[config.mk]
export PLATFORM = sky130hd
export DESIGN_NAME = ps2_scan_fifo
export DESIGN_NICKNAME = d
export VERILOG_FILES = /design/src/rtl/ps2_scan_fifo.sv
export SDC_FILE = /design/constraint.sdc
export NUM_CORES = 1
export LEC_CHECK = 0
export BUFFER_PORTS_ARGS = -buffer_cell sky130_fd_sc_hd__buf_2
export CORE_ASPECT_RATIO = 0.9
export CORE_MARGIN = 2
export CORE_UTILIZATION = 40
export DETAILED_ROUTE_END_ITERATION = 10
export GPL_ROUTABILITY_DRIVEN = 0
export PLACE_DENSITY = 0.58
export REMOVE_ABC_BUFFERS = 1
export SLEW_MARGIN = 10
export SYNTH_ARGS = -nofsm -noshare
export SYNTH_HDL_FRONTEND = slang
export SYNTH_SLANG_ARGS = --single-unit
export TNS_END_PERCENT = 50
[constraint.sdc]
create_clock -name clk -period 8.1 [get_ports clk]
set_clock_uncertainty 0.05 [all_clocks]
set_input_delay 2.43 -clock clk [delete_from_list [all_inputs] [get_ports clk]]
set_output_delay 2.43 -clock clk [all_outputs]
set_load 0.01 [all_outputs]
[src/rtl/ps2_scan_fifo.sv]
// PS/2 keyboard front end: syncs and filters ps2Clk/ps2Data, deframes scancodes, queues them in a FIFO.
// Latency: a byte is readable (and irq can rise) the cycle after the edge that samples its STOP bit.
// Backpressure: none toward the keyboard; a frame arriving while the FIFO is full is dropped and flags overflow.
//
// Ports:
//   clk, reset          system clock; asynchronous active-low reset
//   ps2Clk, ps2Data     raw asynchronous PS/2 pins
//   strobe, write, addr one-cycle bus access; addr 0 DATA, 1 STATUS, 2 CONTROL, 3 COUNT
//   dataIn / dataOut    bus write data / combinational read data
//   irq                 irqEn & FIFO not empty
module ps2_scan_fifo #(
  parameter int DEPTH_LOG2 = 3,
  parameter int FILTER     = 4,
  parameter int TIMEOUT    = 4096
) (
  input  logic       clk,
  input  logic       reset,
  input  logic       ps2Clk,
  input  logic       ps2Data,
  input  logic       strobe,
  input  logic       write,
  input  logic [1:0] addr,
  input  logic [7:0] dataIn,
  output logic [7:0] dataOut,
  output logic       irq
);

  localparam int DEPTH = 1 << DEPTH_LOG2;
  localparam int CW    = DEPTH_LOG2 + 1;
  localparam int FW    = $clog2(FILTER + 1);
  localparam int TW    = $clog2(TIMEOUT + 1);

  typedef enum logic [1:0] {IDLE, DATA, PARITY, STOP} stateT;

  // ---------------- input conditioning ----------------
  // Sync flops reset to 1 (PS/2 idle level) so reset release never fakes a falling edge.
  logic [1:0]    clkSync, dataSync;
  logic          filtClk;
  logic [FW-1:0] filtCnt;
  logic          filtChange, bitEvent, bitData;

  // The filtered level flips on the FILTER-th consecutive differing sample.
  assign filtChange = (clkSync[1] != filtClk) && (filtCnt == FW'(FILTER - 1));
  assign bitEvent   = filtChange & filtClk;
  assign bitData    = dataSync[1];

  always_ff @(posedge clk or negedge reset) begin
    if (!reset) begin
      clkSync  <= 2'b11;
      dataSync <= 2'b11;
      filtClk  <= 1'b1;
      filtCnt  <= '0;
    end else begin
      clkSync  <= {clkSync[0], ps2Clk};
      dataSync <= {dataSync[0], ps2Data};
      if (clkSync[1] == filtClk) begin
        filtCnt <= '0;
      end else if (filtChange) begin
        filtClk <= clkSync[1];
        filtCnt <= '0;
      end else begin
        filtCnt <= filtCnt + FW'(1);
      end
    end
  end

  // ---------------- frame FSM ----------------
  stateT         state;
  logic [2:0]    bitCnt;
  logic [7:0]    shiftReg;
  logic          parityBit;
  logic [TW-1:0] toCnt;
  logic          frameOk, stopEvent, pushReq, timedOut, frameErrSet;

  // Good frame: stop bit high and data+parity carry an odd number of ones.
  assign frameOk     = bitData & (^{shiftReg, parityBit});
  assign stopEvent   = bitEvent & (state == STOP);
  assign pushReq     = stopEvent & frameOk;
  assign timedOut    = (state != IDLE) & ~bitEvent & (toCnt == TW'(TIMEOUT - 1));
  assign frameErrSet = (stopEvent & ~frameOk) | timedOut;

  always_ff @(posedge clk or negedge reset) begin
    if (!reset) begin
      state     <= IDLE;
      bitCnt    <= '0;
      shiftReg  <= '0;
      parityBit <= 1'b0;
      toCnt     <= '0;
    end else if (bitEvent) begin
      toCnt <= '0;
      case (state)
        IDLE: begin
          if (!bitData) begin
            state  <= DATA;
            bitCnt <= '0;
          end
        end
        DATA: begin
          shiftReg <= {bitData, shiftReg[7:1]};
          if (bitCnt == 3'd7) state <= PARITY;
          else                bitCnt <= bitCnt + 3'd1;
        end
        PARITY: begin
          parityBit <= bitData;
          state     <= STOP;
        end
        STOP:    state <= IDLE;
        default: state <= IDLE;
      endcase
    end else if (state == IDLE) begin
      toCnt <= '0;
    end else if (timedOut) begin
      state <= IDLE;
      toCnt <= '0;
    end else begin
      toCnt <= toCnt + TW'(1);
    end
  end

  // ---------------- FIFO and registers ----------------
  logic [7:0]            mem [DEPTH];
  logic [DEPTH_LOG2-1:0] wrPtr, rdPtr;
  logic [CW-1:0]         count;
  logic                  overflow, frameErr, irqEn;
  logic                  full, empty, pop, flush, doPush, statusWr, ctrlWr;
  logic                  unusedBits;

  assign full     = (count == CW'(DEPTH));
  assign empty    = (count == '0);
  assign pop      = strobe & ~write & (addr == 2'd0) & ~empty;
  assign statusWr = strobe & write & (addr == 2'd1);
  assign ctrlWr   = strobe & write & (addr == 2'd2);
  assign flush    = ctrlWr & dataIn[0];
  // A simultaneous pop frees the slot, so a push into a full FIFO still lands.
  assign doPush   = pushReq & (~full | pop) & ~flush;
  assign unusedBits = ^dataIn[7:3];

  always_ff @(posedge clk) begin
    if (doPush) mem[wrPtr] <= shiftReg;
  end

  always_ff @(posedge clk or negedge reset) begin
    if (!reset) begin
      wrPtr    <= '0;
      rdPtr    <= '0;
      count    <= '0;
      overflow <= 1'b0;
      frameErr <= 1'b0;
      irqEn    <= 1'b0;
    end else begin
      if (flush) begin
        wrPtr <= '0;
        rdPtr <= '0;
        count <= '0;
      end else begin
        if (doPush) wrPtr <= wrPtr + 1'b1;
        if (pop)    rdPtr <= rdPtr + 1'b1;
        count <= count + CW'(doPush) - CW'(pop);
      end
      // Set events take priority over a W1C clear in the same cycle.
      overflow <= (pushReq & full & ~pop & ~flush) | (overflow & ~(statusWr & dataIn[2]));
      frameErr <= frameErrSet | (frameErr & ~(statusWr & dataIn[1]));
      if (ctrlWr) irqEn <= dataIn[1];
    end
  end

  always_comb begin
    dataOut = 8'h00;
    case (addr)
      2'd0:    dataOut = empty ? 8'h00 : mem[rdPtr];
      2'd1:    dataOut = {4'b0, (state != IDLE), overflow, frameErr, empty};
      2'd2:    dataOut = {6'b0, irqEn, 1'b0};
      default: dataOut = 8'(count);
    endcase
  end

  assign irq = irqEn & ~empty;

endmodule

======== Word-level counts from Yosys, hierarchy flattened ========
Memories as Yosys holds them, arrays and structs flattened.
Index checks and enable logic that the tools add are counted.
operators by class
  add/subtract/negate cells ............... 7
  $mul .................................... 0
  div/mod/pow operators ................... 0
  magnitude comparators ................... 0
  eq/ne operators ......................... 15
  shifts and indexed selects .............. 0
  multiplexer cells ....................... 23
  bitwise logic cells ..................... 38
  reductions and logical operators ........ 15
operator list
  cell                   number
  $mux 13                3
  $and 1x1->1            24
  $mux 3                 8
  $pmux 8 s3             1
  $add 13x1->13 const B  1
  $eq 13x12->1 const B   1
  $add 3x1->3 const B    4
  $mux 2                 5
  $not 1->1              10
  $reduce_bool 2->1      5
  $reduce_xor 9->1       1
  $mux 8                 1
  $pmux 2 s4             1
  $reduce_and 4->1       2
  $eq 2x2->1 const B     3
  $ne 2x2->1 const B     3
  $pmux 3 s2             1
  $reduce_and 2->1       3
  $add 4x1->4            1
  $eq 2x1->1 const B     2
  $eq 4x4->1 const B     1
  $logic_not 2->1        2
  $logic_not 4->1        1
  $mux 4                 1
  other kinds (9)        13
word-level totals
  flip-flop bits (word level) ............. 48
  latch bits .............................. 0
  RAM bits ................................ 64
  bits in read-only memories .............. 0
  memories kept ........................... 1
memory list
  memory  words  bits a word  rd ports  clocked after Yosys merged registers in  write ports  line  source
  mem     8      8            1         0                                        1            121   logic [7:0] mem [DEPTH];

======== Longest topological paths before layout ========
Gate-level depths: netlist of run 1.
  depth in word-level cells ............... 10
  gate-level depth with buffers ........... 13
  gate-level depth less buffers ........... 13

======== Least setup slack after synthesis of run 1 ========
No wires, ideal clock.
  path kind ............................... input -> output
  start ................................... input addr[1]
  end ..................................... output dataOut[1]
  data arrival time ....................... 3683 ps
  data required time ...................... 5620 ps
  slack ................................... 1937 ps
  stages on the path ...................... 5
  path buffers ............................ 2
  cells stage by stage .................... clkbuf_1 > or3_2 > clkbuf_1 > o22a_1 > a31oi_1
between the ends
  cells in the longest elaborated chain, start to end .. 2
  elaborated cells between the ends (all ways) .. 4
  those cells by class .................... eq/ne: 2; mux: 1; reduce/logical: 1
ends and longest elaborated chain
  item                                line  source
  start, declared                     22    input logic [1:0] addr,
  $eq 2x2->1 (tied with other cells)  169   case (addr)
  $pmux 8 s3 *                        169
  end, declared                       24    output logic [7:0] dataOut,
Mark *: on every way between the ends. The rest lies on a longest branch, timed or not.

======== Worst setup path after layout of run 1 ========
Ends and elaborated chain as after synthesis.

==> flow_summary.json, run 1 <==
{
  "yosysWarnings": 0,
  "startpoint_type": "primary input",
  "route.detailed.drc": 0,
  "critPathArrivalTime_ns": 3.74,
  "p_seq_share_pct": 47.7,
  "reg2reg_depth": 11,
  "hold_path_class": "flop to flop",
  "dieArea_um2": 13400,
  "antenna_left": 0,
  "hold_viol_final": 0,
  "final_common_cell": "edfxtp_1",
  "dp_hpwl_mm": 5.94,
  "ys_ff_latch": 112,
  "dp_slack_ns": 1.88,
  "final_layout_size_suffix_gt1_share_pct": 20.9,
  "drtIter0Drc": 162,
  "grt_setup_unrepaired": "false",
  "cts_sinks": 112,
  "post_cts_buffers": 0,
  "path_clk_slew_ns": 0.06,
  "overflow": 0,
  "root_buffer": "clkbuf_16",
  "total_leakage_power_nw": 2.10,
  "wl_per_cell_um": 17.0,
  "core_um2": 12100,
  "final_cell_mix": "edfxtp_1 (64), dfrtp_1 (43), nor2_1 (31)",
  "whs_path_depth": 0,
  "async_flop_share_pct": 42.9,
  "io_pins": 25,
  "grt_use_total_pct": 14.7,
  "num_rows": 38,
  "endpoint_kind": "output pin",
  "combPwrFrac_pct": 23.0,
  "fin_crit_ns": 6.22,
  "p_clk_share_pct": 29.3,
  "vias_per_cell": 5.21,
  "worstSkewPairLatency_ns": 0.35,
  "fmax_ghz": 0.161,
  "cts_resized": 0,
  "cts_buffers": 9,
  "worst_slack_ns": 1.88,
  "vdd_drop_max_v": 0.000115,
  "antenna_cells": 0,
  "cts_buffer_depth": 2,
  "syn_area_per_cell_um2": 14.7,
  "drtPass1Iterations": 4,
  "crit_type": "primary input to output pin",
  "outcome": "finished clean",
  "antenna_found_initial": 0,
  "vias": 2753,
  "die_w_um": 122,
  "grt_pass1_wl_mm": 14.5,
  "htreeDepth": 3,
  "p_per_area_nw_per_um2": 267,
  "setup_viol_count_final": 0,
  "grt_pass1_vias": 2682,
  "syn_area_um2": 5000,
  "port_buffers": 19,
  "finalCritPeriodShare_pct": 76.8,
  "worst_slew_pin_slew_ns": 0.823,
  "grt_max_degree": 49,
  "synth_edf_count": 64,
  "cts_hold_buf": 0,
  "dieHeight_um": 110,
  "fillers": 1087,
  "fin_tns_setup_ns": 0,
  "syn_to_final_growth_pct": 11.4,
  "synthCells": 341,
  "netSwitchingPower_mw": 0.430,
  "maxSlewHeadroom_pct": 45.1,
  "yosysUniqueCellTypes": 55,
  "p_sw_share_pct": 29.0,
  "maxCapViolations": 0,
  "power.internal_mw": 1.06,
  "start_util_pct": 41.2,
  "cp_max_fo": 11,
  "critical_path_required_ns": 5.62,
  "slew_viol_final": 0,
  "nets": 397,
  "synth-seq-area-share_pct": 62.6,
  "routed_wirelength_mm": 8.95,
  "cts_tree": "done",
  "synthFlopType": "edfxtp_1"
}
## state kept, by name (all words and copies together), names as in the netlist, 2 cells and up
register and count:
shiftReg 8, dataSync 2, bitCnt 3, clkSync 2, state 2, toCnt 13
rdPtr 3, count 4, mem 64, wrPtr 3, filtCnt 3
## worst max-delay path, cell delays in order
cell and delay [ns]:
buf_2 0.16, or3_2 0.60, o22a_1 0.24, a31oi_1 0.14
buf_2 0.15
## kinds of logic (layout without fill, tap and decap cells)
logic type | Yosys count | count (layout) | synth area share, %
DFF | 112 | 112 | 62.6
and+or+nand+nor | 96 | 96 | 10.2
muxes | 37 | 37 | 11.7
AOI/OAI and AO/OA | 32 | 32 | 4.53
buffers and inverters | 25 | 52 | 2.08
xor gates and xnor gates | 22 | 22 | 4.50
adders and majority gates | 17 | 17 | 4.40
## synth_stat cells, drive strengths merged (7+ instances only)
cell,n,area [um2]
edfxtp,64,1920
a21oi,7,35.0
xnor2,14,141
dfrtp,43,1080
nor2,31,116
xor2,7,61.3
nand2,24,90.1
mux2,12,135
mux4,16,360
ha,16,200
clkbuf,7,26.3
inv,14,52.6
nor3,7,46.3
mux2i,9,90.1
## routing by layer
metal,vias to the layer above,wire (um),global-route usage (%)
met3,11,302,3.60
met5,-,0,0
met4,0,118,4.52
met1,1392,4100,19.0
li1,1306,-,-
met2,44,4430,24.7
## stage by stage
| step | area [um2] | total power [mW] | util, % | cells | hold slack [ns] |
|---|---|---|---|---|---|
| finish | 5570 | 1.49 | 45.9 | 528 | 0.306 |
| global route | 5570 | 1.57 | 45.9 | 528 | 0.314 |
| CTS | 5570 | 1.51 | 45.9 | 528 | 0.308 |
| detailed placement | 5280 | 1.07 | 43.6 | 513 | 0.298 |
| global placement | 5280 | 1.06 | 43.6 | 513 | 0.296 |
| floorplan | 4950 | 0.961 | - | 330 | 0.295 |
## power by group through the flow
| stage | registers, mW | logic, mW | clock network, mW |
|---|---|---|---|
| after floorplan | 0.709 | 0.252 | 0 |
| after global placement | 0.722 | 0.341 | 0 |
| after detailed placement | 0.722 | 0.348 | 0 |
| after CTS | 0.711 | 0.349 | 0.447 |
| after global routing | 0.719 | 0.385 | 0.470 |
| final | 0.709 | 0.341 | 0.436 |
## final timing paths
check,slack [ns],end,startpoint
setup / recovery,1.88,dataOut[1],addr[1]
hold / removal,0.31,clkSync[1],clkSync[0]
setup reg to reg,4.92,count[2],shiftReg[4]
hold reg to reg,0.31,clkSync[1],clkSync[0]
max in group asynchronous,5.42,toCnt[9],reset
min in group asynchronous,2.14,shiftReg[5],reset
## layout make-up
type / instances / area, um2 / area share, %
Clock buffer: 11 / 233 / 4.18
Clock inverter: 4 / 56.3 / 1.01
Inverter: 14 / 52.6 / 0.944
Multi-Input combinational cell: 204 / 1770 / 31.8
Sequential cell: 112 / 3130 / 56.2
Tap cell: 160 / 200 / 3.59
Timing Repair Buffer: 23 / 125 / 2.25
(Power assumes the default switching activity.)
==> inputs of run 2 (changes only) <==
- PLACE_DENSITY: 0.58 -> 0.6
- clock period: 8.1 -> 5 ns (I/O delays scaled with it)
==> run 2 against run 1 <==
Compared with the run above:
- non-clock buffer count grew 1
- worst hold slack is essentially flat
- sequential cell count is the same
- clock power grew 55%
- critical path type unchanged
- sequential share of layout area shrank 0.13 points
- via count shrank 2.5%
- register-to-register slack lost 3.1 ns
- critical path depth is the same
- die area is the same
- final cell count grew 0.38%
- sequential power grew 61%
==> flow_summary.json, run 2 (same netlist as run 1, synthesis figures left out) <==
{
  "path_cells": "buf_2 > or3_2 > o22a_1 > a31oi_1 > buf_2",
  "vdd_drop_max_v": 0.000174,
  "grt_use_total_pct": 14.5,
  "final_cell_mix": "edfxtp_1 (64), dfrtp_1 (43), nor2_1 (31)",
  "total_leakage_power_nw": 2.11,
  "wl_per_cell_um": 16.5,
  "final_common_cell": "edfxtp_1",
  "vias_per_cell": 5.07,
  "post_cts_buffers": 0,
  "startpoint_type": "primary input",
  "htreeDepth": 3,
  "hold_path_class": "flop to flop",
  "outcome": "finished clean",
  "antenna_cells": 0,
  "cts_buffers": 9,
  "routed_wirelength_mm": 8.76,
  "hold_viol_final": 0,
  "dieHeight_um": 110,
  "fillers": 1087,
  "cp_slowest_cell": "or3_2",
  "top_register": "mem",
  "syn_to_final_growth_pct": 11.6,
  "cts_sinks": 112,
  "p_per_area_nw_per_um2": 427,
  "dp_hpwl_mm": 5.99,
  "root_buffer": "clkbuf_16",
  "path_clk_slew_ns": 0.07,
  "maxCapViolations": 0,
  "instances_no_fill": 530,
  "slew_viol_final": 0,
  "overflow": 0,
  "cts_hold_buf": 0,
  "fin_crit_ns": 4.37,
  "drtPass1Iterations": 4,
  "crit_path_max_incr_delay_ns": 0.60,
  "critPathArrivalTime_ns": 2.82,
  "cts_buffer_depth": 2,
  "crit_type": "primary input to output pin",
  "finalCritPeriodShare_pct": 87.3,
  "dp.cells": 513,
  "fmax_ghz": 0.229,
  "critical_path_required_ns": 3.45,
  "endpoint_kind": "output pin",
  "io_pins": 25,
  "cts_tree": "done",
  "path_common_cell": "buf_2",
  "multi_input_area_um2": 1770,
  "final-seq-area_um2": 3130,
  "dieArea_um2": 13400,
  "final_layout_size_suffix_gt1_share_pct": 21.9,
  "maxSlewHeadroom_pct": 50.3,
  "cts_resized": 0,
  "vias": 2685,
  "grt_pass1_vias": 2727,
  "worst_slew_pin_slew_ns": 0.741,
  "grt_setup_unrepaired": "false",
  "die_w_um": 122,
  "largestRegisters": "mem (64), toCnt (13), shiftReg (8)",
  "route.detailed.drc": 0,
  "antenna_found_initial": 0,
  "largest_reg_flops": 64,
  "worstSkewPairLatency_ns": 0.35,
  "setup_viol_count_final": 0,
  "grt_max_degree": 49,
  "drtIter0Drc": 192,
  "core_um2": 12100,
  "cp_max_fo": 11,
  "num_rows": 38,
  "nets": 398,
  "grt_pass1_wl_mm": 14.4,
  "fin_tns_setup_ns": 0,
  "antenna_left": 0,
  "port_buffers": 19,
  "start_util_pct": 41.2
}
==> run 2: changes by cell type in the layout (fill, tap and decap cells not counted) <==
cell and change:
clkbuf_8 +1, clkinv_2 +2, clkinv_4 -3, clkinvlp_4 +2, bufinv_16 -1, clkbuf_1 -2
inv_6 +2, buf_12 +1
==> run 2: layer usage <==
layer,share of wire [%],vias up,GRT usage (%)
met5,0,-,0
met4,1.6,0,4.93
met3,2.3,11,3.24
met2,52,17,25.4
met1,45,1352,17.9
li1,-,1305,-
==> run 2: where the power goes <==
group,switching (mW),internal (mW),leakage [nW]
clock network,0.323,0.354,0.135
registers,0.105,1.04,1.19
logic,0.276,0.288,0.780
==> run 2: per-stage QoR <==
step           hold slack, ns  worst slack, ns  cell area, um2  total power, mW  utilization, %
6_report                0.306            0.635            5580             2.38            46.0
5_1_grt                 0.314            0.560            5580             2.53            46.0
4_1_cts                 0.307            0.639            5560             2.42            45.9
3_5_place_dp            0.297            0.641            5280             1.74            43.6
3_3_place_gp            0.295            0.650            5280             1.72            43.6
2_1_floorplan           0.295            0.961            4950             1.56               -
==> run 2: final timing paths <==
| path | start | to | slack (ns) | depth (start not counted) |
|---|---|---|---|---|
| setup reg to reg | shiftReg[1] | count[2] | 1.83 | 11 |
| min in group asynchronous | reset | toCnt[5] | 1.09 | 1 |
| max in group asynchronous | reset | shiftReg[0] | 3.28 | 2 |
| setup / recovery | addr[1] | dataOut[1] | 0.63 | 5 |
| hold reg to reg | dataSync[0] | dataSync[1] | 0.31 | 0 |
| hold / removal | dataSync[0] | dataSync[1] | 0.31 | 0 |
==> run 2: critical path, delay by kind of cell <==
kind,cells,cell delay (ns)
AO/OA/AOI/OAI,2,0.40
buffers and inverters,2,0.31
AND/OR/NAND/NOR,1,0.60
==> run 2: cell type report <==
type / count / share of cell area [%]
timing repair buffer: 24 / 2.60
multi-input combinational: 204 / 31.8
inverter: 14 / 0.941
tap: 160 / 3.59
sequential: 112 / 56.1
clock buffer: 10 / 4.28
clock inverter: 6 / 0.762
